[src/rtl/writeback_arbiter_if.sv]
// Lane result handshake plus register-file write port of the writeback arbiter.
// master is the arbiter side; slave is the lanes / register file side.
interface writeback_arbiter_if #(
  parameter int unsigned LANES  = 2,
  parameter int unsigned DATA_W = 32,
  parameter int unsigned ADDR_W = 3
);
  logic [LANES-1:0]        res_valid;
  logic [LANES-1:0]        res_ready;
  logic [LANES*ADDR_W-1:0] res_addr;
  logic [LANES*DATA_W-1:0] res_data;
  logic                    wr_en;
  logic [ADDR_W-1:0]       wr_addr;
  logic [DATA_W-1:0]       wr_data;
  logic [2**ADDR_W-1:0]    busy;
  logic                    idle;

  modport master (
    input  res_valid, res_addr, res_data,
    output res_ready, wr_en, wr_addr, wr_data, busy, idle
  );

  modport slave (
    output res_valid, res_addr, res_data,
    input  res_ready, wr_en, wr_addr, wr_data, busy, idle
  );
endinterface

[src/rtl/writeback_arbiter.sv]
// Per-lane result FIFOs drained round-robin into a registered register-file write port,
// with a per-register pending bitmap for the issue stage.
module writeback_arbiter #(
  parameter int unsigned LANES  = 2,
  parameter int unsigned DEPTH  = 4,
  parameter int unsigned DATA_W = 32,
  parameter int unsigned ADDR_W = 3
) (
  input  logic                clk,
  input  logic                rst,
  writeback_arbiter_if.master bus
);

  localparam int unsigned PtrW    = (DEPTH > 1) ? $clog2(DEPTH) : 1;
  localparam int unsigned CntW    = $clog2(DEPTH + 1);
  localparam int unsigned LaneW   = (LANES > 1) ? $clog2(LANES) : 1;
  localparam int unsigned NumRegs = 2 ** ADDR_W;

  logic [ADDR_W-1:0] addr_q  [LANES][DEPTH];
  logic [DATA_W-1:0] data_q  [LANES][DEPTH];
  logic [PtrW-1:0]   wptr_q  [LANES];
  logic [PtrW-1:0]   rptr_q  [LANES];
  logic [CntW-1:0]   count_q [LANES];
  logic [LaneW-1:0]  rr_q;
  logic              wr_en_q;
  logic [ADDR_W-1:0] wr_addr_q;
  logic [DATA_W-1:0] wr_data_q;

  logic [LANES-1:0]   ready;
  logic [LANES-1:0]   push;
  logic [LANES-1:0]   pop;
  logic               gnt_valid;
  logic [LaneW-1:0]   gnt;
  logic [LaneW-1:0]   cand;
  logic [LaneW-1:0]   rr_next;
  logic [PtrW-1:0]    off;
  logic [NumRegs-1:0] busy;
  logic               idle;

  for (genvar i = 0; i < LANES; i++) begin : g_lane
    // Ready looks only at the count so a full FIFO never relies on a same-cycle pop.
    assign ready[i] = !rst && (count_q[i] != CntW'(DEPTH));
    assign push[i]  = bus.res_valid[i] && ready[i];
    assign pop[i]   = gnt_valid && (gnt == LaneW'(i));
  end

  // First non-empty lane at or after rr_q, wrapping.
  always_comb begin
    gnt_valid = 1'b0;
    gnt       = '0;
    cand      = '0;
    for (int unsigned k = 0; k < LANES; k++) begin
      cand = LaneW'((32'(rr_q) + k) % LANES);
      if (!gnt_valid && (count_q[cand] != '0)) begin
        gnt_valid = 1'b1;
        gnt       = cand;
      end
    end
  end

  assign rr_next = (gnt == LaneW'(LANES - 1)) ? '0 : gnt + LaneW'(1);

  always_ff @(posedge clk) begin
    if (rst) begin
      for (int i = 0; i < LANES; i++) begin
        wptr_q[i]  <= '0;
        rptr_q[i]  <= '0;
        count_q[i] <= '0;
      end
      rr_q      <= '0;
      wr_en_q   <= 1'b0;
      wr_addr_q <= '0;
      wr_data_q <= '0;
    end else begin
      for (int i = 0; i < LANES; i++) begin
        if (push[i]) begin
          addr_q[i][wptr_q[i]] <= bus.res_addr[i*ADDR_W +: ADDR_W];
          data_q[i][wptr_q[i]] <= bus.res_data[i*DATA_W +: DATA_W];
          wptr_q[i]            <= wptr_q[i] + PtrW'(1);
        end
        if (pop[i]) begin
          rptr_q[i] <= rptr_q[i] + PtrW'(1);
        end
        case ({push[i], pop[i]})
          2'b10:   count_q[i] <= count_q[i] + CntW'(1);
          2'b01:   count_q[i] <= count_q[i] - CntW'(1);
          default: count_q[i] <= count_q[i];
        endcase
      end
      wr_en_q <= gnt_valid;
      if (gnt_valid) begin
        wr_addr_q <= addr_q[gnt][rptr_q[gnt]];
        wr_data_q <= data_q[gnt][rptr_q[gnt]];
        rr_q      <= rr_next;
      end
    end
  end

  // An entry is live when its distance from the read pointer is below the count.
  always_comb begin
    busy = '0;
    off  = '0;
    for (int i = 0; i < LANES; i++) begin
      for (int j = 0; j < DEPTH; j++) begin
        off = PtrW'(j) - rptr_q[i];
        if (CntW'(off) < count_q[i]) begin
          busy[addr_q[i][j]] = 1'b1;
        end
      end
    end
    if (wr_en_q) begin
      busy[wr_addr_q] = 1'b1;
    end
  end

  always_comb begin
    idle = !wr_en_q;
    for (int i = 0; i < LANES; i++) begin
      if (count_q[i] != '0) begin
        idle = 1'b0;
      end
    end
  end

  assign bus.res_ready = ready;
  assign bus.wr_en     = wr_en_q;
  assign bus.wr_addr   = wr_addr_q;
  assign bus.wr_data   = wr_data_q;
  assign bus.busy      = busy;
  assign bus.idle      = idle;

endmodule
[src/flat_wrapper.sv]
// flat-port wrapper written by rule: the top's interface ports become plain ports
module writeback_arbiter_flat 
#(
  parameter int unsigned LANES  = 2,
  parameter int unsigned DEPTH  = 4,
  parameter int unsigned DATA_W = 32,
  parameter int unsigned ADDR_W = 3
)
  (clk, rst, bus_res_valid, bus_res_addr, bus_res_data, bus_res_ready, bus_wr_en, bus_wr_addr, bus_wr_data, bus_busy, bus_idle);
  writeback_arbiter_if #(.LANES(LANES), .DATA_W(DATA_W), .ADDR_W(ADDR_W)) bus_i ();
  input  logic clk;
  input  logic rst;
  input wire logic [$bits(bus_i.res_valid)-1:0] bus_res_valid;
  input wire logic [$bits(bus_i.res_addr)-1:0] bus_res_addr;
  input wire logic [$bits(bus_i.res_data)-1:0] bus_res_data;
  output wire logic [$bits(bus_i.res_ready)-1:0] bus_res_ready;
  output wire logic [$bits(bus_i.wr_en)-1:0] bus_wr_en;
  output wire logic [$bits(bus_i.wr_addr)-1:0] bus_wr_addr;
  output wire logic [$bits(bus_i.wr_data)-1:0] bus_wr_data;
  output wire logic [$bits(bus_i.busy)-1:0] bus_busy;
  output wire logic [$bits(bus_i.idle)-1:0] bus_idle;
  assign bus_i.res_valid = bus_res_valid;
  assign bus_i.res_addr = bus_res_addr;
  assign bus_i.res_data = bus_res_data;
  assign bus_res_ready = bus_i.res_ready;
  assign bus_wr_en = bus_i.wr_en;
  assign bus_wr_addr = bus_i.wr_addr;
  assign bus_wr_data = bus_i.wr_data;
  assign bus_busy = bus_i.busy;
  assign bus_idle = bus_i.idle;
  writeback_arbiter #(.LANES(LANES), .DEPTH(DEPTH), .DATA_W(DATA_W), .ADDR_W(ADDR_W)) u_core (.clk(clk), .rst(rst), .bus(bus_i));
endmodule
[config.mk]
export PLATFORM = sky130hd
export DESIGN_NAME = writeback_arbiter_flat
export DESIGN_NICKNAME = d
export VERILOG_FILES = /design/src/rtl/writeback_arbiter_if.sv /design/src/rtl/writeback_arbiter.sv /design/src/flat_wrapper.sv
export SDC_FILE = /design/constraint.sdc
export NUM_CORES = 1
export LEC_CHECK = 0
export BUFFER_PORTS_ARGS = -buffer_cell sky130_fd_sc_hd__buf_2
export CAP_MARGIN = 15
export CELL_PAD_IN_SITES_DETAIL_PLACEMENT = 1
export CELL_PAD_IN_SITES_GLOBAL_PLACEMENT = 2
export CORE_AREA = 2 2 255 257
export DETAILED_ROUTE_END_ITERATION = 16
export DIE_AREA = 0 0 257 259
export GPL_ROUTABILITY_DRIVEN = 0
export PLACE_DENSITY_LB_ADDON = 0.1
export SETUP_SLACK_MARGIN = 0.3
export SKIP_LAST_GASP = 1
export SLEW_MARGIN = 5
export SYNTH_ARGS = -nofsm -noshare
export SYNTH_HDL_FRONTEND = slang
export SYNTH_SLANG_ARGS = --single-unit
[constraint.sdc]
create_clock -name clk -period 7.3 [get_ports clk]
set_input_delay 0.365 -clock clk [delete_from_list [all_inputs] [get_ports clk]]
set_output_delay 0.365 -clock clk [all_outputs]
set_load 0.02 [all_outputs]
## After elaboration in Yosys (flattened, before gate mapping)

Memories as Yosys holds them, arrays and structs flattened. A register that Yosys moved wholly into a read port is not among the register bits.
Cells that the tools add are included.

- Latch bits: 0
- Memories kept: 5
- Input port bits: 74
- Register bits: 37
- Memory bits (read-only): 0
- Bits in writable memories: 294

- Reductions and logical operators: 27
- Multiply operators: 0
- Multiplexer cells: 96
- Bitwise logic cells: 22
- Equal/unequal tests: 6
- Divide/modulo/power cells: 0
- $lt $le $gt $ge: 31
- Shift operators: 0
- Add/subtract/negate cells: 18

Memory list:

| name | depth | width | rd ports | clocked after memory_dff | write ports | line | text |
|---|---|---|---|---|---|---|---|
| u_core.data_q | 2 | 128 | 1 | 0 | 2 | writeback_arbiter.sv:20 | `logic [DATA_W-1:0] data_q [LANES][DEPTH];` |
| u_core.addr_q | 2 | 12 | 3 | 0 | 2 | writeback_arbiter.sv:19 | `logic [ADDR_W-1:0] addr_q [LANES][DEPTH];` |
| u_core.count_q | 2 | 3 | 4 | 1 | 2 | writeback_arbiter.sv:23 | `logic [CntW-1:0] count_q [LANES];` |
| u_core.rptr_q | 2 | 2 | 3 | 0 | 2 | writeback_arbiter.sv:22 | `logic [PtrW-1:0] rptr_q [LANES];` |
| u_core.wptr_q | 2 | 2 | 2 | 0 | 2 | writeback_arbiter.sv:21 | `logic [PtrW-1:0] wptr_q [LANES];` |

Operators with widths:

| kind | number |
|---|---|
| $mux 128 | 2 |
| $demux 32 s2 | 2 |
| $mux 32 | 4 |
| $mux 8 | 9 |
| $bmux 32 s2 | 1 |
| $or 8x8->8 | 8 |
| $mux 1 | 50 |
| $lt 3x4->1 const B | 9 |
| $mux 3 | 10 |
| $demux 1 s3 | 9 |
| $ge 3x1->1 const B | 9 |
| $lt 2x3->1 | 8 |
| $mux 12 | 2 |
| $logic_and 1x1->1 | 18 |
| $demux 3 s2 | 2 |
| $reduce_bool 3->1 | 4 |
| $or 1x1->1 | 10 |
| $ge 3x3->1 const B | 3 |
| $not 2->3 | 3 |
| $add 2x1->2 const B | 4 |
| $mux 2 | 4 |
| $sub 1x2->2 const A | 4 |
| $sub 2x2->2 const A | 4 |
| $add 3x1->3 const B | 2 |
| other kinds (10) | 19 |

## Logic depth before layout (Yosys ltp)

- Word-level depth: 21
- Gate-level depth with buffers: 14

## Least setup slack after synthesis

Ideal clock, no wire load.

- Path type: register to register
- From: memory u_core.count_q[1][0] in the netlist's numbering
- To: memory u_core.count_q[1][2] in the netlist's numbering, data pin
- Data arrival time: 3,255 ps
- Setup slack: 3,776 ps
- Setup time: 269 ps
- Stages on the path, launching flop included: 13
- Buffers on the path: 3
- Cell sequence: edfxtp_1 -> nor3_1 -> buf_2 -> o2bb2ai_2 -> nor2_2 -> buf_4 -> clkbuf_1 -> nand2_1 -> ha_1 -> o41ai_1 -> nor3_1 -> a211oi_1 -> a21oi_1

RTL lines:

| what | line |
|---|---|
| start, declared | writeback_arbiter.sv:23 |

==> run metrics <==
status finished clean; Reg2Reg Setup Slack 2.64 ns; worst hold-check path type input port to flip-flop; switching share of power 0.363; DR vias around 8.5k; Final ANT Viol Nets 0; Clk pwr share 0.262; Seq/Total Area, Yosys 0.659; synthesized flop and latch total between 300 and 400; switching power 2890 uW; vias in the first global route 9275; via/cell ratio 4.31; final hold violations 0; MaxCap Viol Count 0; largest net degree at the start of global routing 67; overall routed net length between 40000 and 50000 um; number of synthesized flops with an enable pin 294; TritonCTS buffer count 41; FP Rows 93; Flop pwr share 0.315; share of post-route cells with drive strength above 1 0.269; CTS clk-pin slew, worst paths 0.06 ns; most frequent cells in the layout edfxtp_1, mux2i_1, buf_2; skew final 0.0114 ns; asr flop ratio synth 0; Port Buffers 120; fin crit share 0.638; worst hold path cell count 1; Yosys warnings 0; first-pass GRT wire length about 66000 um; initial antenna violation count 6; Critical Path AT 5.09 ns; Layout area overhead 20.8%; CP max FO 66; commonest non-fill, non-tap cell in the layout edfxtp_1; Fin Setup TNS 0 ns; drt drc 0; combinational power share 0.423; syn avg cell area 15.4 um^2; final worst slack between 2 and 3 ns; post-layout min period 4.66 ns; Distinct cells, synth 66; CTS tree yes; Hold Crit Start bus_res_data[18]; met2 Usage GRT 0.237; Core ar. approximately 64000 um^2; fin nets 1184; TritonRoute pass-1 iters 4; clk_lat worst skew 0.55 ns; GRT overflow 0; met3 Usage GRT 0.0263; total chip power 7950 uW; Rel. slew slack 0.224; die area 66600 um^2; placed wire-length estimate 26700 um; FF-to-FF Start u_core.count_q[0][2]; CTS H-tree lvls 2; Fmax between 200 and 250 MHz; fill count 6799; Hold Path End u_core.data_q[0][18]; Startpoint Class flip-flop; Die Y roughly 260 um; Worst R2R End u_core.bus.wr_data[29]; Worst-Margin Slew 1.16 ns; critical path type flip-flop to flip-flop; average routed wire per standard cell between 20 and 25 um; reg2reg path depth 8; Peak VDD IR 0.257 mV; Slew Limit Fails 0; LEAKAGE 0.00659 uW; First DRT Iteration DRCs approximately 330; GRT Max-Usage Layer met2; ys flop type edfxtp_1; overall die width 257 um; RSZ-0062 raised after global routing no; Crit path required time 7.74 ns; clock buffer depth 3; Root Buffer clkbuf_16; Pwr per Cell Area about 450 nW/um^2; met1 GRT Util 0.172; Ports 121; endpoints failing setup 0; Crit. End Element flip-flop; post_cts resized 0; synthesized area roughly 15000 um^2; pre-CTS setup slack between 2 and 3 ns; Internal Pwr Total approximately 5100 uW; total track usage 0.135; syn_nets roughly 1.0k; initial core utilization 0.228; Syn Inst Count 948; total clock sinks 332
how the worst max path moves through the flow:
stage,from,end,slack [ns],cells after the start
after floorplan,u_core.count_q[1][0],u_core.count_q[1][2],3.78,12
after global placement,u_core.count_q[0][2],u_core.bus.wr_data[2],2.65,8
after detailed placement,u_core.count_q[0][2],u_core.bus.wr_data[29],2.58,8
after CTS,u_core.count_q[0][2],u_core.bus.wr_data[29],2.57,8
after global routing,u_core.count_q[0][2],u_core.bus.wr_data[29],2.35,8
final,u_core.count_q[0][2],u_core.bus.wr_data[29],2.64,8
per-stage QoR:
| step | cells | utilization | cell area [um^2] | hold slack, ns |
|---|---|---|---|---|
| final | 1972 | 0.275 | 17600 | 0.0375 |
| after global routing | 1972 | 0.275 | 17600 | 0.00922 |
| after CTS | 1971 | 0.275 | 17600 | 0.00132 |
| after detailed placement | 1890 | 0.252 | 16100 | 0.457 |
| after global placement | 1890 | 0.252 | 16100 | 0.460 |
| after floorplan | 948 | - | 14600 | 0.464 |
layer usage:
metal / part of all wire / up-vias / routed length (um)
met5: 0.0011 / - / 49
li1: - / 3959 / -
met1: 0.45 / 4337 / 20300
met2: 0.49 / 144 / 22400
met4: 0.018 / 8 / 797
met3: 0.039 / 60 / 1750
sequential cells by signal (all words and copies together) (netlist names), named ones only:
register	cells
u_core.bus.wr_addr	3
u_core.bus.wr_en	1
u_core.data_q	256
u_core.addr_q	24
u_core.count_q	6
u_core.bus.wr_data	32
u_core.wptr_q	4
u_core.rptr_q	4
u_core.rr_q	1
power groups by stage:
| stage | sequential, uW | combinational, uW | clock (uW) |
|---|---|---|---|
| final | 2510 | 3360 | 2080 |
| after CTS | 2520 | 3460 | 2160 |
| after global placement | 2560 | 3430 | 0 |
| after global routing | 2540 | 3680 | 2230 |
| after detailed placement | 2550 | 3460 | 0 |
| after floorplan | 2530 | 2540 | 0 |
what timing repair did:
item                                   in CTS  in global routing
setup buffers                               0                  0
hold buffers                                8                  0
endpoints found under the hold margin      26                  0
layout make-up:
type	instances	area [um^2]	area share
diodes	1	2.50	0.000142
clock buffers	57	1210	0.0687
clock inverters	16	179	0.0102
inverters	25	93.8	0.00534
multi-input cells	543	4650	0.264
flip-flops and latches	332	9590	0.545
well taps	855	1070	0.0608
repair buffers	143	793	0.0451
Yosys cell counts (all sizes together) (9+ instances only):
cell type | count | area [um^2]
ha | 23 | 288
nor4 | 10 | 77.6
dfxtp | 38 | 761
a211oi | 9 | 67.6
mux2 | 55 | 822
inv | 25 | 93.8
nand3 | 10 | 50.1
nor2 | 44 | 168
buf | 19 | 158
nor3 | 27 | 135
nand2 | 52 | 195
nor3b | 11 | 82.6
clkbuf | 29 | 109
mux2i | 123 | 1230
nor2b | 16 | 100
o21ai | 14 | 70.1
o221ai | 29 | 423
a21oi | 23 | 119
and3 | 10 | 67.6
edfxtp | 294 | 8830
critical path: stages (launching register included):
cell	delay [ns]
edfxtp_1	0.55
or3_1	0.59
o2bb2ai_2	0.29
nor2_4	0.43
buf_4	0.84
buf_4	0.99
mux2i_1	0.29
mux2i_1	0.10
a221o_1	0.35
kinds of logic after synthesis:
family                     count (synthesis)  synth area share
adders and majority gates                 24            0.0211
DFF                                      332             0.659
xor gates and xnor gates                   5           0.00301
buffers and inverters                     73            0.0248
muxes                                    179             0.143
AOI/OAI and AO/OA                        128            0.0768
and+or+nand+nor                          207            0.0731
Note: power is estimated with default switching activity, not from simulation.
